**src/rtl/seg7_pkg.sv**
```systemverilog
// -----------------------------------------------------------------------------
// seg7_pkg
// Shared constants and types for the multiplexed 7-segment display path.
//   - 7-segment patterns (active-high, bit order {g,f,e,d,c,b,a})
//   - SEG_OFF and the decimal-point bit position in the 8-bit segment bus
//   - digit slot indices (seconds units .. hours tens)
//   - mode encoding for set-time
// -----------------------------------------------------------------------------
package seg7_pkg;

    localparam logic [6:0] SEG_0    = 7'h3F;
    localparam logic [6:0] SEG_1    = 7'h06;
    localparam logic [6:0] SEG_2    = 7'h5B;
    localparam logic [6:0] SEG_3    = 7'h4F;
    localparam logic [6:0] SEG_4    = 7'h66;
    localparam logic [6:0] SEG_5    = 7'h6D;
    localparam logic [6:0] SEG_6    = 7'h7D;
    localparam logic [6:0] SEG_7    = 7'h07;
    localparam logic [6:0] SEG_8    = 7'h7F;
    localparam logic [6:0] SEG_9    = 7'h6F;
    localparam logic [6:0] SEG_DASH = 7'h40;   // segment g only
    localparam logic [6:0] SEG_OFF  = 7'h00;

    localparam int DP_BIT = 7;                 // seg = {dp,g,f,e,d,c,b,a}

    localparam logic [2:0] IDX_SEC_LO = 3'd0;
    localparam logic [2:0] IDX_SEC_HI = 3'd1;
    localparam logic [2:0] IDX_MIN_LO = 3'd2;
    localparam logic [2:0] IDX_MIN_HI = 3'd3;
    localparam logic [2:0] IDX_HR_LO  = 3'd4;
    localparam logic [2:0] IDX_HR_HI  = 3'd5;

    localparam logic [1:0] MODE_SET = 2'b10;

    typedef enum logic {
        PH_VISIBLE = 1'b0,
        PH_HIDDEN  = 1'b1
    } blink_phase_t;

    // Frame-coherent copy of everything the display consumes.
    typedef struct packed {
        logic [5:0][3:0] dig;        // dig[0] = seconds units .. dig[5] = hours tens
        logic [1:0]      mode;
        logic            fsel_hours; // 1 = hours field selected for adjust
    } snap_t;

    // True when the slot belongs to the field currently being adjusted.
    function automatic logic in_set_field(input logic [2:0] idx, input logic hours);
        if (hours) begin
            return (idx == IDX_HR_LO) || (idx == IDX_HR_HI);
        end
        return (idx == IDX_MIN_LO) || (idx == IDX_MIN_HI);
    endfunction

    // dp marks the hh.mm.ss separators: after the minutes and hours units digits.
    function automatic logic dp_on(input logic [2:0] idx);
        return (idx == IDX_MIN_LO) || (idx == IDX_HR_LO);
    endfunction

endpackage

```
**src/rtl/bcd_to_seg7.sv**
```systemverilog
// -----------------------------------------------------------------------------
// bcd_to_seg7
// Combinational BCD to 7-segment encoder, active-high output.
//   i_bcd  in  4  digit value; 10..15 render as a dash
//   o_seg  out 7  {g,f,e,d,c,b,a}
// -----------------------------------------------------------------------------
module bcd_to_seg7
    import seg7_pkg::*;
(
    input  logic [3:0] i_bcd,
    output logic [6:0] o_seg
);

    always_comb begin
        o_seg = SEG_DASH;
        case (i_bcd)
            4'd0:    o_seg = SEG_0;
            4'd1:    o_seg = SEG_1;
            4'd2:    o_seg = SEG_2;
            4'd3:    o_seg = SEG_3;
            4'd4:    o_seg = SEG_4;
            4'd5:    o_seg = SEG_5;
            4'd6:    o_seg = SEG_6;
            4'd7:    o_seg = SEG_7;
            4'd8:    o_seg = SEG_8;
            4'd9:    o_seg = SEG_9;
            default: o_seg = SEG_DASH;  // out-of-range digits (e.g. transient 10)
        endcase
    end

endmodule

```
**src/rtl/seg7_scan_display.sv**
```systemverilog
// -----------------------------------------------------------------------------
// seg7_scan_display
// Time-multiplexes six BCD clock digits onto one shared segment bus.
// Each digit owns a slot of SCAN_DIV cycles; the first DEAD_CYC cycles of a
// slot drive everything inactive to prevent ghosting. The digit set, mode and
// field select are snapshotted once per frame so a frame never mixes old and
// new values. In set-time mode the selected field blinks at BLINK_HZ.
//
// Ports
//   clk      in   1  system clock
//   rst      in   1  synchronous active-high reset
//   a..f     in   4  sec units, sec tens, min units, min tens, hr units, hr tens
//   mk       in   2  mode (2'b10 = set time)
//   k1       in   2  field select, bit0: 0 = minutes, 1 = hours
//   seg      out  8  {dp,g,f,e,d,c,b,a}
//   dig_sel  out  6  one-hot digit enable, bit0 = a .. bit5 = f
//
// Blink phase
//   state      | meaning
//   PH_VISIBLE | selected field shown normally
//   PH_HIDDEN  | selected field segments a-g blanked (set mode only)
// -----------------------------------------------------------------------------
module seg7_scan_display
    import seg7_pkg::*;
#(
    parameter int CLK_HZ   = 50000000,
    parameter int SCAN_HZ  = 1000,
    parameter int BLINK_HZ = 2,
    parameter int DEAD_CYC = 16,
    parameter bit ACT_LOW  = 1'b1
)(
    input  logic       clk,
    input  logic       rst,
    input  logic [3:0] a,
    input  logic [3:0] b,
    input  logic [3:0] c,
    input  logic [3:0] d,
    input  logic [3:0] e,
    input  logic [3:0] f,
    input  logic [1:0] mk,
    input  logic [1:0] k1,
    output logic [7:0] seg,
    output logic [5:0] dig_sel
);

    localparam int SCAN_DIV  = CLK_HZ / SCAN_HZ;
    localparam int BLINK_DIV = CLK_HZ / (2 * BLINK_HZ);
    localparam int PRESC_W   = (SCAN_DIV  > 1) ? $clog2(SCAN_DIV)  : 1;
    localparam int BLINK_W   = (BLINK_DIV > 1) ? $clog2(BLINK_DIV) : 1;

    localparam logic [PRESC_W-1:0] PRESC_LAST = PRESC_W'(SCAN_DIV - 1);
    localparam logic [BLINK_W-1:0] BLINK_LAST = BLINK_W'(BLINK_DIV - 1);
    localparam logic [31:0]        DEAD_U     = 32'(DEAD_CYC);

    localparam logic [7:0] SEG_IDLE = ACT_LOW ? 8'hFF : 8'h00;
    localparam logic [5:0] DIG_IDLE = ACT_LOW ? 6'h3F : 6'h00;

    logic [PRESC_W-1:0] r_presc;
    logic [2:0]         r_idx;
    logic [BLINK_W-1:0] r_blink_cnt;
    blink_phase_t       r_phase;
    snap_t              r_snap;
    logic               r_first;
    logic [7:0]         r_seg;
    logic [5:0]         r_dig;

    logic               w_presc_wrap;
    logic               w_blink_wrap;
    logic               w_frame_wrap;
    logic [2:0]         w_idx;
    logic [3:0]         w_digit;
    logic [6:0]         w_pat;
    logic               w_blank;
    logic               w_dead;
    logic [7:0]         w_seg_ah;
    logic [5:0]         w_dig_ah;
    logic               w_unused_k1;

    // Only k1[0] carries meaning for the display.
    assign w_unused_k1 = k1[1];

    assign w_presc_wrap = (r_presc == PRESC_LAST);
    assign w_blink_wrap = (r_blink_cnt == BLINK_LAST);
    assign w_frame_wrap = w_presc_wrap && (r_idx == IDX_HR_HI);

    // Unreachable indices 6/7 display as slot 0 until the counter is repaired.
    assign w_idx = (r_idx > IDX_HR_HI) ? IDX_SEC_LO : r_idx;

    always_comb begin
        w_digit = r_snap.dig[0];
        case (w_idx)
            IDX_SEC_LO: w_digit = r_snap.dig[0];
            IDX_SEC_HI: w_digit = r_snap.dig[1];
            IDX_MIN_LO: w_digit = r_snap.dig[2];
            IDX_MIN_HI: w_digit = r_snap.dig[3];
            IDX_HR_LO:  w_digit = r_snap.dig[4];
            IDX_HR_HI:  w_digit = r_snap.dig[5];
            default:    w_digit = r_snap.dig[0];
        endcase
    end

    bcd_to_seg7 u_enc (
        .i_bcd (w_digit),
        .o_seg (w_pat)
    );

    assign w_blank = (r_snap.mode == MODE_SET) &&
                     (r_phase == PH_HIDDEN) &&
                     in_set_field(w_idx, r_snap.fsel_hours);

    assign w_dead = ({{(32 - PRESC_W){1'b0}}, r_presc} < DEAD_U);

    // Blanking removes a-g only; dp and the digit enable stay on.
    always_comb begin
        w_seg_ah         = {1'b0, (w_blank ? SEG_OFF : w_pat)};
        w_seg_ah[DP_BIT] = dp_on(w_idx);
    end

    assign w_dig_ah = 6'b000001 << w_idx;

    always_ff @(posedge clk) begin
        if (rst) begin
            r_presc     <= '0;
            r_idx       <= IDX_SEC_LO;
            r_blink_cnt <= '0;
            r_phase     <= PH_VISIBLE;
            r_snap      <= '0;
            r_first     <= 1'b1;
            r_seg       <= SEG_IDLE;
            r_dig       <= DIG_IDLE;
        end else begin
            r_presc <= w_presc_wrap ? '0 : r_presc + 1'b1;

            if (w_presc_wrap) begin
                r_idx <= (r_idx >= IDX_HR_HI) ? IDX_SEC_LO : r_idx + 3'd1;
            end else if (r_idx > IDX_HR_HI) begin
                r_idx <= IDX_SEC_LO;
            end

            // Free-running; independent of slot timing and mode changes.
            r_blink_cnt <= w_blink_wrap ? '0 : r_blink_cnt + 1'b1;
            if (w_blink_wrap) begin
                r_phase <= (r_phase == PH_VISIBLE) ? PH_HIDDEN : PH_VISIBLE;
            end

            if (r_first || w_frame_wrap) begin
                r_snap.dig        <= {f, e, d, c, b, a};
                r_snap.mode       <= mk;
                r_snap.fsel_hours <= k1[0];
            end
            r_first <= 1'b0;

            if (w_dead) begin
                r_seg <= SEG_IDLE;
                r_dig <= DIG_IDLE;
            end else begin
                r_seg <= ACT_LOW ? ~w_seg_ah : w_seg_ah;
                r_dig <= ACT_LOW ? ~w_dig_ah : w_dig_ah;
            end
        end
    end

    assign seg     = r_seg;
    assign dig_sel = r_dig;

endmodule

```
**config.mk**
```make
export PLATFORM = sky130hd
export DESIGN_NAME = seg7_scan_display
export DESIGN_NICKNAME = d
export VERILOG_FILES = /design/src/rtl/seg7_pkg.sv /design/src/rtl/bcd_to_seg7.sv /design/src/rtl/seg7_scan_display.sv
export SDC_FILE = /design/constraint.sdc
export NUM_CORES = 1
export LEC_CHECK = 0
export ABC_CLOCK_PERIOD_IN_PS = 4000
export CAP_MARGIN = 20
export CELL_PAD_IN_SITES_DETAIL_PLACEMENT = 0
export CELL_PAD_IN_SITES_GLOBAL_PLACEMENT = 1
export CORE_MARGIN = 10
export CORE_UTILIZATION = 44
export CTS_CLUSTER_DIAMETER = 100
export DETAILED_ROUTE_END_ITERATION = 16
export PLACE_DENSITY_LB_ADDON = 0.08
export SLEW_MARGIN = 30
export SYNTH_ARGS = -nofsm -noshare
export SYNTH_HDL_FRONTEND = slang
export SYNTH_HIERARCHICAL = 1
export SYNTH_SLANG_ARGS = --single-unit
```
**constraint.sdc**
```tcl
create_clock -name clk -period 4 [get_ports clk]
set_input_delay 1 -clock clk [delete_from_list [all_inputs] [get_ports clk]]
set_output_delay 1 -clock clk [all_outputs]
set_load 0.01 [all_outputs]
```
==> run_results.csv <==
group,metric,value,unit
clocking,tritoncts,"built",
sta,worst_pin_slew,933,ps
floorplan,initial_core_util,45.4,%
yosys,synthesis.instances,609,
yosys,avg_inst_size_synth,8.15,sq um
pwr,power_per_cell_area,339,nW/um^2
setup_path,crit_arrival,3450,ps
worst_hold_path,worstHoldPathType,"reg -> reg",
detailed_routing,drt_first_iter_violations,287,
final_layout,synthToLayoutAreaGrowth,14.5,%
clocking,ctsHoldBuffers,0,
detailed_routing,post_drt_wl_per_cell,16.7,um
global_routing,grt_antenna_before_repair,0,
setup_path,setup.worst_path.end_class,"register",
clocking,number_of_h_tree_levels,3,
floorplan,floorplan.rows,38,
yosys,synth_nets,654,
global_routing,globalRouteTotalUtil,15.6,%
pwr,leakagePower,1.97,nW
floorplan,core_area,10900,sq um
sta,fin_tns_setup,0,ps
setup_path,worstSetupPathType,"reg -> reg",
clocking,cts.sinks,86,
final_layout,most_frequent_standard_cell_in_the_layout_excluding_fill_and_tap_cells,"sky130_fd_sc_hd__dfxtp_1",
floorplan,design.portCount,44,
yosys,postSynth.asyncResetShare,0,%
floorplan,horizontal_die_dimension,126,um
clocking,clock-root-buffer,"sky130_fd_sc_hd__clkbuf_16",
place,hpwlAfterDp,8390,um
final_layout,nFillCells,1115,
detailed_routing,avgViaCountPerCell,5.83,
clocking,numCtsBuffers,9,
yosys,synth_seq_area_share,34.7,%
setup_path,worst_setup_path_start_kind,"register",
setup_path,worst_ep_required_time,4210,ps
run,max_cap_viol_count,0,
detailed_routing,route.final.wire_length,12800,um
detailed_routing,drcViolationCount,0,
clocking,clkTransAtPathRegs,60,ps
clocking,post-cts-setup-buffer-count,0,
yosys,synth_flop_cell,"sky130_fd_sc_hd__dfxtp_1",
final_layout,commonest_cells_after_routing_fill_and_taps_aside,"85 x sky130_fd_sc_hd__dfxtp_1, 67 x sky130_fd_sc_hd__nand3_1, 56 x sky130_fd_sc_hd__nor3b_1",
clocking,clock_tree.buffer_depth,2,
final_layout,antenna_cells,0,
floorplan,die_height,126,um
place,number_of_cells_after_detailed_placement,749,
yosys,synthTopCellsByArea,"sky130_fd_sc_hd__dfxtp_1 35%, sky130_fd_sc_hd__nor3b_1 8.5%, sky130_fd_sc_hd__nand3_1 6.8%, sky130_fd_sc_hd__and4b_1 5.4%, sky130_fd_sc_hd__a31oi_1 3.8%",
clocking,cts_resized,0,
yosys,post_synthesis_instance_area,4960,sq um
clocking,worst_skew_pair.late_latency,340,ps
detailed_routing,postRouteAntennaNets,0,
detailed_routing,detailedRoute.firstPassIterationCount,5,
sta,finalSetupViolations,0,
sta,fin_skew,6.50,ps
final_layout,final_nets,665,
yosys,synth_top_area_share,34.7,%
sta,setup_repair_after_global_routing_missed_its_margin,"false",
yosys,netlist-cell-type-count,54,
yosys,ys_seq_elements,86,
sta,hold_violations,0,
final_layout,finish.cell_count_without_fillers,763,
floorplan,full_die_area,15900,sq um
pwr,irDropWorstVdd,0.223,mV
run_status,status,"finished, final reports clean",
sta,max_clock_freq,0.309,GHz
global_routing,wire_length_of_the_first_global_routing_pass,21100,um
sta,final.period_utilization,80.9,%
final_layout,drive_gt1_share,6.74,%
sta,report.final.slew_viol_count,0,
global_routing,globalRoute.totalOverflow,0,
place,portBuffers,42,
global_routing,grt_pass1_vias,4143,
yosys,synth_warnings,6,
sta,post-route-min-period,3240,ps
yosys,synth_edf_count,0,
global_routing,grt_start_max_net_pins,82,
detailed_routing,num_vias,4452,
setup_path,critical_path.max_fanout,14,
yosys,synthDominantAreaCellType,"sky130_fd_sc_hd__dfxtp_1",
sta,timing.max_slew.rel_slack,37.8,%
place,globalplace.congestion,0.737,
## metrics by stage
stage / worst slack, ps / area, sq um / power (W) / hold slack [ps] / util, %
detailed placement: 787 / 5390 / 0.00111 / 467 / 49.3
CTS: 745 / 5680 / 0.00195 / 484 / 51.9
floorplan: 1100 / 4960 / 0.00105 / 438 / -
finish: 765 / 5680 / 0.00193 / 481 / 51.9
global placement: 884 / 5390 / 0.00110 / 462 / 49.3
global route: 452 / 5680 / 0.00201 / 516 / 51.9
## flip-flops by register name, indices dropped and copies added (netlist names)
| signal | cells |
|---|---|
| r_snap | 27 |
| r_blink_cnt | 24 |
| r_presc | 16 |
| seg | 8 |
| dig_sel | 6 |
| r_idx | 3 |
| r_first | 1 |
| r_phase | 1 |
## cells in the mapped netlist, types with 15 or more instances
master,instances
sky130_fd_sc_hd__dfxtp_1,86
sky130_fd_sc_hd__a31oi_1,30
sky130_fd_sc_hd__clkbuf_1,41
sky130_fd_sc_hd__a21oi_1,16
sky130_fd_sc_hd__and4b_1,27
sky130_fd_sc_hd__nor3b_1,56
sky130_fd_sc_hd__nand3_1,67
sky130_fd_sc_hd__nand4_1,16
sky130_fd_sc_hd__nor2_1,42
sky130_fd_sc_hd__o21ai_0,37
sky130_fd_sc_hd__nand2_1,40
sky130_fd_sc_hd__ha_1,15
sky130_fd_sc_hd__xnor2_1,16
## report_power, final
part	internal (W)	leakage [nW]	switching, W
Clock	0.000495	0.138	0.000337
Combinational	0.0000910	1.13	0.0000880
Sequential	0.000888	0.702	0.0000262
Total	0.00147	1.97	0.000451
## layer usage
metal / wire length [um] / global-route usage, %
met1: 6000 / 20.3
met2: 6010 / 24.5
met3: 516 / 3.61
met4: 225 / 6.03
met5: 0 / 0
## worst paths after layout
check / startpoint / to / slack (ps) / cells past startpoint
setup / recovery: r_idx[2] / seg[3] / 760 / 11
hold / removal: r_presc[0] / r_presc[0] / 480 / 1
setup reg to reg: r_idx[2] / seg[3] / 760 / 11
hold reg to reg: r_presc[0] / r_presc[0] / 480 / 1
## cell families after synthesis
kind of cell	count (synthesis)	synth area share (%)
and+or+nand+nor	306	37.0
DFF	86	34.7
AOI/OAI and AO/OA	104	12.3
buffers and inverters	65	6.13
xor gates and xnor gates	27	4.77
muxes	6	1.31
adders and majority gates	15	3.78
## worst max-delay path: stages, from the launching register on
cell and delay (ps):
sky130_fd_sc_hd__dfxtp_1 370, sky130_fd_sc_hd__ha_1 240, sky130_fd_sc_hd__nand2b_1 410, sky130_fd_sc_hd__o31ai_1 320, sky130_fd_sc_hd__buf_4 190, sky130_fd_sc_hd__nor2_1 40
sky130_fd_sc_hd__a31oi_1 610, sky130_fd_sc_hd__inv_1 200, sky130_fd_sc_hd__ha_1 230, sky130_fd_sc_hd__mux2_2 270, sky130_fd_sc_hd__o22ai_1 150, sky130_fd_sc_hd__nand2_1 70
## final cells by class
type	count	area [sq um]	area share, %
tap	140	175	3.09
timing repair buffer	54	505	8.90
inverter	11	41.3	0.727
sequential	86	1720	30.3
multi-input combinational	458	2940	51.9
clock inverter	3	46.3	0.815
clock buffer	11	243	4.28
(Power assumes the default switching activity.)
